==> config.mk <==
export PLATFORM = sky130hd
export DESIGN_NAME = axil_master_bridge
export DESIGN_NICKNAME = d
export VERILOG_FILES = /design/src/rtl/axil_master_bridge.sv
export SDC_FILE = /design/constraint.sdc
export NUM_CORES = 1
export LEC_CHECK = 0
export ABC_AREA = 1
export CAP_MARGIN = 20
export CORE_ASPECT_RATIO = 1.1
export CORE_UTILIZATION = 42
export DETAILED_ROUTE_END_ITERATION = 10
export GPL_ROUTABILITY_DRIVEN = 0
export PLACE_DENSITY = 0.8
export SLEW_MARGIN = 10
export SYNTH_ARGS = -nofsm -noshare
export SYNTH_HDL_FRONTEND = slang
export SYNTH_SLANG_ARGS = --single-unit
==> constraint.sdc <==
create_clock -name aclk -period 2.58 [get_ports aclk]
set_input_delay 0.387 -clock aclk [delete_from_list [all_inputs] [get_ports aclk]]
set_output_delay 0.387 -clock aclk [all_outputs]
set_load 0.02 [all_outputs]
==> src/rtl/axil_master_bridge.sv <==
// rtl/axil_master_bridge.sv - single-outstanding CPU request port to AXI4-Lite master bridge
module axil_master_bridge #(
   parameter int ADDR_WIDTH     = 32,
   parameter int DATA_WIDTH     = 32,
   parameter int TIMEOUT_CYCLES = 256
) (
   input  logic                      aclk,
   input  logic                      arst_n,
   // CPU request / response port
   input  logic                      req_valid,
   output logic                      req_ready,
   input  logic                      req_write,
   input  logic [ADDR_WIDTH-1:0]     req_addr,
   input  logic [DATA_WIDTH-1:0]     req_wdata,
   input  logic [DATA_WIDTH/8-1:0]   req_wstrb,
   output logic                      rsp_valid,
   input  logic                      rsp_ready,
   output logic [DATA_WIDTH-1:0]     rsp_rdata,
   output logic [1:0]                rsp_resp,
   output logic                      rsp_timeout,
   output logic                      busy,
   // AXI4-Lite write channels
   output logic [ADDR_WIDTH-1:0]     M_AXI_awaddr,
   output logic [2:0]                M_AXI_awprot,
   output logic                      M_AXI_awvalid,
   input  logic                      M_AXI_awready,
   output logic [DATA_WIDTH-1:0]     M_AXI_wdata,
   output logic [DATA_WIDTH/8-1:0]   M_AXI_wstrb,
   output logic                      M_AXI_wvalid,
   input  logic                      M_AXI_wready,
   input  logic [1:0]                M_AXI_bresp,
   input  logic                      M_AXI_bvalid,
   output logic                      M_AXI_bready,
   // AXI4-Lite read channels
   output logic [ADDR_WIDTH-1:0]     M_AXI_araddr,
   output logic [2:0]                M_AXI_arprot,
   output logic                      M_AXI_arvalid,
   input  logic                      M_AXI_arready,
   input  logic [DATA_WIDTH-1:0]     M_AXI_rdata,
   input  logic [1:0]                M_AXI_rresp,
   input  logic                      M_AXI_rvalid,
   output logic                      M_AXI_rready
);

   localparam logic [2:0] S_IDLE    = 3'd0;
   localparam logic [2:0] S_WR      = 3'd1;
   localparam logic [2:0] S_WR_RESP = 3'd2;
   localparam logic [2:0] S_RD_ADDR = 3'd3;
   localparam logic [2:0] S_RD_DATA = 3'd4;
   localparam logic [2:0] S_RESP    = 3'd5;
   localparam logic [2:0] S_DRAIN   = 3'd6;

   localparam int             CW       = $clog2(TIMEOUT_CYCLES + 1);
   localparam logic [CW-1:0]  CNT_LAST = CW'(TIMEOUT_CYCLES - 1);
   localparam logic [1:0]     RESP_SLVERR = 2'b10;

   logic [2:0]                state;
   logic [ADDR_WIDTH-1:0]     addr_q;
   logic [DATA_WIDTH-1:0]     wdata_q;
   logic [DATA_WIDTH/8-1:0]   wstrb_q;
   logic                      op_write;
   logic                      pending_drain;
   logic [CW-1:0]             cnt;
   logic                      awvalid_q;
   logic                      wvalid_q;
   logic                      bready_q;
   logic                      arvalid_q;
   logic                      rready_q;
   logic                      aw_done;
   logic                      w_done;

   // A channel counts as done once its valid has been withdrawn after handshake,
   // or when the handshake is happening right now.
   assign aw_done = !awvalid_q || M_AXI_awready;
   assign w_done  = !wvalid_q  || M_AXI_wready;

   assign req_ready     = (state == S_IDLE);
   assign busy          = (state != S_IDLE);

   assign M_AXI_awaddr  = addr_q;
   assign M_AXI_araddr  = addr_q;
   assign M_AXI_wdata   = wdata_q;
   assign M_AXI_wstrb   = wstrb_q;
   assign M_AXI_awprot  = 3'b000;
   assign M_AXI_arprot  = 3'b000;
   assign M_AXI_awvalid = awvalid_q;
   assign M_AXI_wvalid  = wvalid_q;
   assign M_AXI_bready  = bready_q;
   assign M_AXI_arvalid = arvalid_q;
   assign M_AXI_rready  = rready_q;

   // Transaction sequencer: request capture, AXI handshakes, timeout and stale-response drain
   always_ff @(posedge aclk or negedge arst_n) begin
      if (!arst_n) begin
         state         <= S_IDLE;
         addr_q        <= '0;
         wdata_q       <= '0;
         wstrb_q       <= '0;
         op_write      <= 1'b0;
         pending_drain <= 1'b0;
         cnt           <= '0;
         awvalid_q     <= 1'b0;
         wvalid_q      <= 1'b0;
         bready_q      <= 1'b0;
         arvalid_q     <= 1'b0;
         rready_q      <= 1'b0;
         rsp_valid     <= 1'b0;
         rsp_rdata     <= '0;
         rsp_resp      <= 2'b00;
         rsp_timeout   <= 1'b0;
      end else begin
         case (state)
            S_IDLE: begin
               if (req_valid) begin
                  addr_q        <= req_addr;
                  wdata_q       <= req_wdata;
                  wstrb_q       <= req_wstrb;
                  op_write      <= req_write;
                  pending_drain <= 1'b0;
                  if (req_write) begin
                     awvalid_q <= 1'b1;
                     wvalid_q  <= 1'b1;
                     state     <= S_WR;
                  end else begin
                     arvalid_q <= 1'b1;
                     state     <= S_RD_ADDR;
                  end
               end
            end

            S_WR: begin
               if (awvalid_q && M_AXI_awready) awvalid_q <= 1'b0;
               if (wvalid_q && M_AXI_wready)   wvalid_q  <= 1'b0;
               if (aw_done && w_done) begin
                  bready_q <= 1'b1;
                  cnt      <= '0;
                  state    <= S_WR_RESP;
               end
            end

            S_WR_RESP: begin
               if (M_AXI_bvalid) begin
                  rsp_resp    <= M_AXI_bresp;
                  rsp_rdata   <= '0;
                  rsp_timeout <= 1'b0;
                  rsp_valid   <= 1'b1;
                  bready_q    <= 1'b0;
                  state       <= S_RESP;
               end else if (cnt == CNT_LAST) begin
                  rsp_resp      <= RESP_SLVERR;
                  rsp_rdata     <= '0;
                  rsp_timeout   <= 1'b1;
                  rsp_valid     <= 1'b1;
                  bready_q      <= 1'b0;
                  pending_drain <= 1'b1;
                  state         <= S_RESP;
               end else begin
                  cnt <= cnt + CW'(1);
               end
            end

            S_RD_ADDR: begin
               if (M_AXI_arready) begin
                  arvalid_q <= 1'b0;
                  rready_q  <= 1'b1;
                  cnt       <= '0;
                  state     <= S_RD_DATA;
               end
            end

            S_RD_DATA: begin
               if (M_AXI_rvalid) begin
                  rsp_resp    <= M_AXI_rresp;
                  rsp_rdata   <= M_AXI_rdata;
                  rsp_timeout <= 1'b0;
                  rsp_valid   <= 1'b1;
                  rready_q    <= 1'b0;
                  state       <= S_RESP;
               end else if (cnt == CNT_LAST) begin
                  rsp_resp      <= RESP_SLVERR;
                  rsp_rdata     <= '0;
                  rsp_timeout   <= 1'b1;
                  rsp_valid     <= 1'b1;
                  rready_q      <= 1'b0;
                  pending_drain <= 1'b1;
                  state         <= S_RESP;
               end else begin
                  cnt <= cnt + CW'(1);
               end
            end

            S_RESP: begin
               if (rsp_ready) begin
                  rsp_valid <= 1'b0;
                  if (pending_drain) begin
                     // The slave still owes a response; soak it up before the next request.
                     if (op_write) bready_q <= 1'b1;
                     else          rready_q <= 1'b1;
                     state <= S_DRAIN;
                  end else begin
                     state <= S_IDLE;
                  end
               end
            end

            S_DRAIN: begin
               if ((op_write && M_AXI_bvalid) || (!op_write && M_AXI_rvalid)) begin
                  bready_q      <= 1'b0;
                  rready_q      <= 1'b0;
                  pending_drain <= 1'b0;
                  state         <= S_IDLE;
               end
            end

            default: state <= S_IDLE;
         endcase
      end
   end

endmodule

==> impl_metrics.ini <==
[outcome]
outcome = complete, no violations

[synth]
ys.flop_type = dfrtp_1
yosys.area.top_type = dfrtp_1
synth_area_um2 = 5920
syn_inst = 558
syn_avg_cell_area_um2 = 10.6
yosysTopAreaCellShare = 0.520
async_flop_share = 1.00
ys_seq_elements = 123
synth_area_leaders = dfrtp_1, mux2_4, nand2_1, buf_4, nand3_1
yosysWarnings = 0
ys_seq_area_frac = 0.520
synth_cell_types = 26
synth-edff-count = 0

[sta]
timing.final.ws_setup_ps = 80.1
rsz0062_at_grt = no
slew_viol_final = 0
clock.fmax_ghz = 0.400
tightest_slew_ps = 549
finalHoldViolCount = 0
max-slew-margin-rel = 0.634
final.setup.tns_ps = 0
setup_viol = 0
min_period_ps = 2500
clock_skew_ps = 9.91
fin_crit_sh = 0.969

[placed_design]
place_hpwl_mm = 11.2
port-buffer-count = 256
post-place-ws_ps = 413

[worst_setup_path]
start_kind = flip-flop
worstSetupEndpointType = output pin
critPathKind = reg2out
cp_max_fo = 6
cp_data_required_time_ps = 2190
reg2reg_depth = 10
cp.arrival_ps = 2110
r2r_slack_ps = 400

[clocking]
cts_tree = built
clock-root-buffer = clkbuf_16
cts.path.max_buffers = 2
cts.sinks = 123
clock_latency_ps = 410
clk_pin_slew_ps = 50
htree_levels = 4
numCtsBuffers = 17

[floorplanning]
die-area_um2 = 14600
core_area_um2 = 13800
io_pins = 263
die_w_um = 115
start_util = 0.429
die_y_um = 126
rows = 45

[route]
via_per_inst = 4.74
drtAntennaViolNets = 0
drt-initial-drc-count = 255
routed_wl_mm = 14.9
wire_per_inst_um = 15.1
dr.pass1.iters = 5
vias = 4693
drc_errors = 0

[pwr]
total_power_mw = 12.2
powerDensity_nw_per_um2 = 1360
vdd_ir_drop_max_uv = 595
p_leak_nw = 4.34

[min_path]
whs_path_depth = 2
hp-class = reg2reg

[layout]
syn2layout_area_growth_pct = 51.2
diodes = 0
finalNetCount = 912
final_layout_size_suffix_gt1_frac = 0.146

[run]
drv_cap = 0

[grt]
grt_remaining_overflow = 0
grt_first_pass_wirelength_mm = 24.1
antenna_found_initial = 0
grt_max_degree = 41
grt.total_usage = 0.215
grt_pass1_vias = 4853
==> cell usage in the layout (no fill, tap or decap), drive strengths merged <==
master         instances
dlygate4sd3            1
buf                   11
dlymetal6s2s           1
nand3b                 2
clkinvlp               2
clkinv                 6
o211ai                 1
a22o                   1
nor3b                  2
bufinv                 1
nand2                165
nand4                  3
o21ai                 13
mux2                  68
clkdlybuf4s50        254
dfrtp                123
conb                   6
nand3                 54
clkbuf                21
nor2                  21
a21oi                  5
inv                   35
o21bai                 1
ha                     6
==> Yosys cell counts (2+ instances only) <==
cell	number
nand3b_1	2
nand4_1	3
mux2_4	68
inv_2	3
nor2_1	19
nor3b_1	2
a21oi_1	5
clkbuf_1	6
inv_1	32
dfrtp_1	123
nand2_1	161
nand2_4	2
buf_4	38
o21ai_0	13
nand3_1	52
buf_6	8
buf_2	5
ha_1	6
nand2_2	2
nand3_2	2
==> worst max-delay path: stages, from the launching register on <==
cell and delay (ps):
dfrtp_1 440, inv_1 110, ha_1 290, inv_2 110, nor2_8 140, clkdlybuf4s50_1 620
==> report_power, final <==
group	internal (mW)	switching, mW	leakage (nW)	total, mW
Combinational	3.35	3.21	2.56	6.56
Sequential	2.84	0.639	1.52	3.47
Clock	1.32	0.809	0.258	2.13
==> logic make-up (layout without fill, tap and decap cells) <==
| logic type | after synthesis | count (layout) | share of synthesized area |
|---|---|---|---|
| flops | 123 | 123 | 0.520 |
| compound gates | 21 | 21 | 0.0192 |
| buf+inv | 92 | 332 | 0.0937 |
| fa+ha+maj | 6 | 6 | 0.0127 |
| simple gates | 247 | 247 | 0.181 |
| other cells | 1 | 6 | 0.000634 |
| mux | 68 | 68 | 0.173 |
==> metal layers <==
layer / wire, µm / global-route usage
met1: 5960 / 0.243
met2: 7640 / 0.379
met3: 1160 / 0.0731
met4: 176 / 0.0703
met5: 0 / 0
==> through the flow <==
stage | area, µm² | cells | hold WS (ps) | util
floorplan | 5940 | 563 | 91.4 | -
global placement | 8410 | 960 | 378 | 0.610
detailed placement | 8410 | 960 | 397 | 0.610
CTS | 8940 | 991 | 477 | 0.648
global route | 8950 | 991 | 502 | 0.649
finish | 8950 | 991 | 468 | 0.649
==> final cells by class <==
type / instances / area (µm²)
timing repair buffer: 267 / 2670
tap: 188 / 235
sequential: 123 / 3080
clock inverter: 9 / 75.1
fill: 1105 / 4850
clock buffer: 21 / 450
inverter: 35 / 131
multi-input combinational: 348 / 2300
==> flip-flops by register name, summed over array words and instances, names as in the netlist, 2 cells and up <==
| signal | flops |
|---|---|
| rsp_resp | 2 |
| cnt | 9 |
| M_AXI_araddr | 32 |
| M_AXI_wdata | 32 |
| M_AXI_wstrb | 4 |
| state | 3 |
| rsp_rdata | 32 |
==> what timing repair did <==
action / in CTS / in global routing
hold buffers: 1 / 0
setup buffers: 0 / 0
gates resized for setup: 0 / 1
hold endpoints to repair: 34 / 0
setup endpoints to repair: 0 / 1
==> final timing paths <==
check                                    startpoint                            to
hold / removal             M_AXI_rready$_DFFE_PN0P_      M_AXI_rready$_DFFE_PN0P_
hold reg to reg            M_AXI_rready$_DFFE_PN0P_      M_AXI_rready$_DFFE_PN0P_
min in group asynchronous                    arst_n  M_AXI_araddr[26]$_DFFE_PN0P_
setup / recovery               state[0]$_DFFE_PN0P_                     req_ready
setup reg to reg                 cnt[0]$_DFFE_PN0P_       rsp_resp[0]$_DFFE_PN0P_
max in group asynchronous                    arst_n            cnt[2]$_DFFE_PN0P_
Note: power is estimated with default switching activity, not from simulation.
==> patch: new RTL, same flow settings <==
Change the parameter `TIMEOUT_CYCLES` from 256 to 128.
--- a/src/rtl/axil_master_bridge.sv
+++ b/src/rtl/axil_master_bridge.sv
@@ -3,5 +3,5 @@
    parameter int ADDR_WIDTH     = 32,
    parameter int DATA_WIDTH     = 32,
-   parameter int TIMEOUT_CYCLES = 256
+   parameter int TIMEOUT_CYCLES = 128
 ) (
    input  logic                      aclk,
Behaviour: same outputs for any inputs over 4 cycles, from zero or initial values and one cycle with arst_n low; that may be too few to reach the edited logic, so the function may still have changed.
==> patch against the unedited design <==
The run now ends with DRC left; non-clock buffer count decreased by 6; first-iteration DRC count increased by 60%; final area decreased by 3.5%; wire length increased by 3.2%; count of clock-buffer cells in the layout increased by 1; total power decreased by 4.6%; sequential cell count decreased by 1; maximum frequency increased by 2.4%; die area decreased by 5.8%; largest power group unchanged; combinational power decreased by 12%; sequential share of layout area increased by 0.97 points; clock power increased by 19%; highest routed layer unchanged; area after synthesis decreased by 5.9%; worst setup slack improved by 0.059 ns.
==> patch: results (changes against the unedited design) <==
Tightest Pin Transition=0.674 ns (was 0.549 ns); Clock Skew=0.00860 ns (was 0.00991 ns); placed insts=1039 (was 960); global-route wire length before repair=24500 µm (was 24100 µm); crit path time final=2.44 ns (was 2.50 ns); M3 GR Usage=4.74% (was 7.31%); synth top area cells=dfrtp_1, nand2_1, buf_4 (was dfrtp_1, mux2_4, nand2_1); GRT Resource Usage Total=23.2% (was 21.5%); reg-to-reg critical path startpoint=cnt[0]$_DFFE_PN0P_ (unchanged); met2 Track Usage GR=39.2% (was 37.9%); P_comb=0.00576 W (was 0.00656 W); reg2reg setup slack=0.60 ns (was 0.40 ns); result of the run=finished with violations (was completed); initial drt markers=407 (was 255); DRC=20 (was 0); worst hold path type=input pin to asynchronous set/reset pin (was register to register); Root Driver=clkbuf_16 (unchanged); DP Worst Slack=0.516 ns (was 0.413 ns); switching share of power=39.2% (was 38.3%); Placed Area=0.00800 mm² (was 0.00841 mm²); vias in the first global route=4881 (was 4853); failing checks=DRC; worst vdd ir=942 µV (was 595 µV); Top FF cell, synth=dfrtp_1 (unchanged); vias per inst=4.68 (was 4.74); Synth cell types=33 (was 26); Worst Path Arrival=2.05 ns (was 2.11 ns); sequential share of the synthesized area=54.8% (was 52.0%); worst-skew pair later-pin latency=0.41 ns (about the same); met1 Usage GRT=28.1% (was 24.3%); WL final=15400 µm (was 14900 µm); Fillers=1020 (was 1105); worst r2r path cells=7 (was 10); largest net degree at the start of global routing=123 (was 41); Pwr Density=1350 mW/mm² (was 1360 mW/mm²); HPWL after DPL=10900 µm (was 11200 µm); clock power share=21.8% (was 17.5%); hold_ws=0.0434 ns (was 0.468 ns); Avg Inst Size Synth=8.25 µm² (was 10.6 µm²); total number of vias=5011 (was 4693); static leakage power=4.13 nW (was 4.34 nW); Worst R2R End=rsp_resp[0]$_DFFE_PN0P_ (unchanged); Clock Pin Slew Worst Setup and Hold Paths=0.05 ns (about the same); share of layout cells above drive strength 1=5.81% (was 14.6%); first drt pass iteration count=8 (was 5); commonest cells in the synthesized netlist=nand2_1, dfrtp_1, inv_1 (was nand2_1, dfrtp_1, mux2_4); Critical Path Fanout Max=6 (unchanged); CTS Buf Count=17 (unchanged)
==> patch: timing repair <==
| item | in CTS | in global routing |
|---|---|---|
| hold buffers | 0 | 0 |
| resized for setup | 0 | 1 |
| setup buffers | 0 | 0 |
| endpoints found under the setup margin | 0 | 1 |
==> patch: how the worst max path moves through the flow <==
| stage | startpoint | to | depth (start not counted) |
|---|---|---|---|
| after global routing | state[0]$_DFFE_PN0P_ | req_ready | 5 |
| after CTS | state[0]$_DFFE_PN0P_ | req_ready | 5 |
| final | state[0]$_DFFE_PN0P_ | req_ready | 5 |
| after detailed placement | state[0]$_DFFE_PN0P_ | req_ready | 5 |
| after floorplan | state[0]$_DFFE_PN0P_ | M_AXI_araddr[0]$_DFFE_PN0P_ | 9 |
| after global placement | state[0]$_DFFE_PN0P_ | req_ready | 5 |
==> patch: final cells by class <==
cell class                      instances  area, µm²  share of cell area, %
Sequential cell                       122       3050                   35.4
Timing Repair Buffer                  261       2640                   30.5
Multi-Input combinational cell        437       1890                   21.9
Clock buffer                           22        454                   5.26
Inverter                               62        235                   2.73
Tap cell                              157        196                   2.28
Clock inverter                          9        170                   1.97
==> patch: critical path, stage by stage, from the launching register on <==
cell,delay (ns)
dfrtp_1,0.41
inv_1,0.11
ha_2,0.24
nand2_1,0.16
inv_1,0.12
clkdlybuf4s50_1,0.61
==> patch: logic make-up after synthesis <==
| kind of cell | after synthesis | share of synthesized area (%) |
|---|---|---|
| fa+ha+maj | 5 | 1.12 |
| other cells | 1 | 0.0674 |
| compound gates | 62 | 6.05 |
| buf+inv | 121 | 11.6 |
| simple gates | 361 | 25.8 |
| xor+xnor | 3 | 0.472 |
| flops | 122 | 54.8 |
==> patch: per-layer routing <==
metal,vias up,share of wire (%)
li1,2471,-
met1,2311,41
met2,199,51
met3,30,5.4
met4,0,2.9
met5,-,0
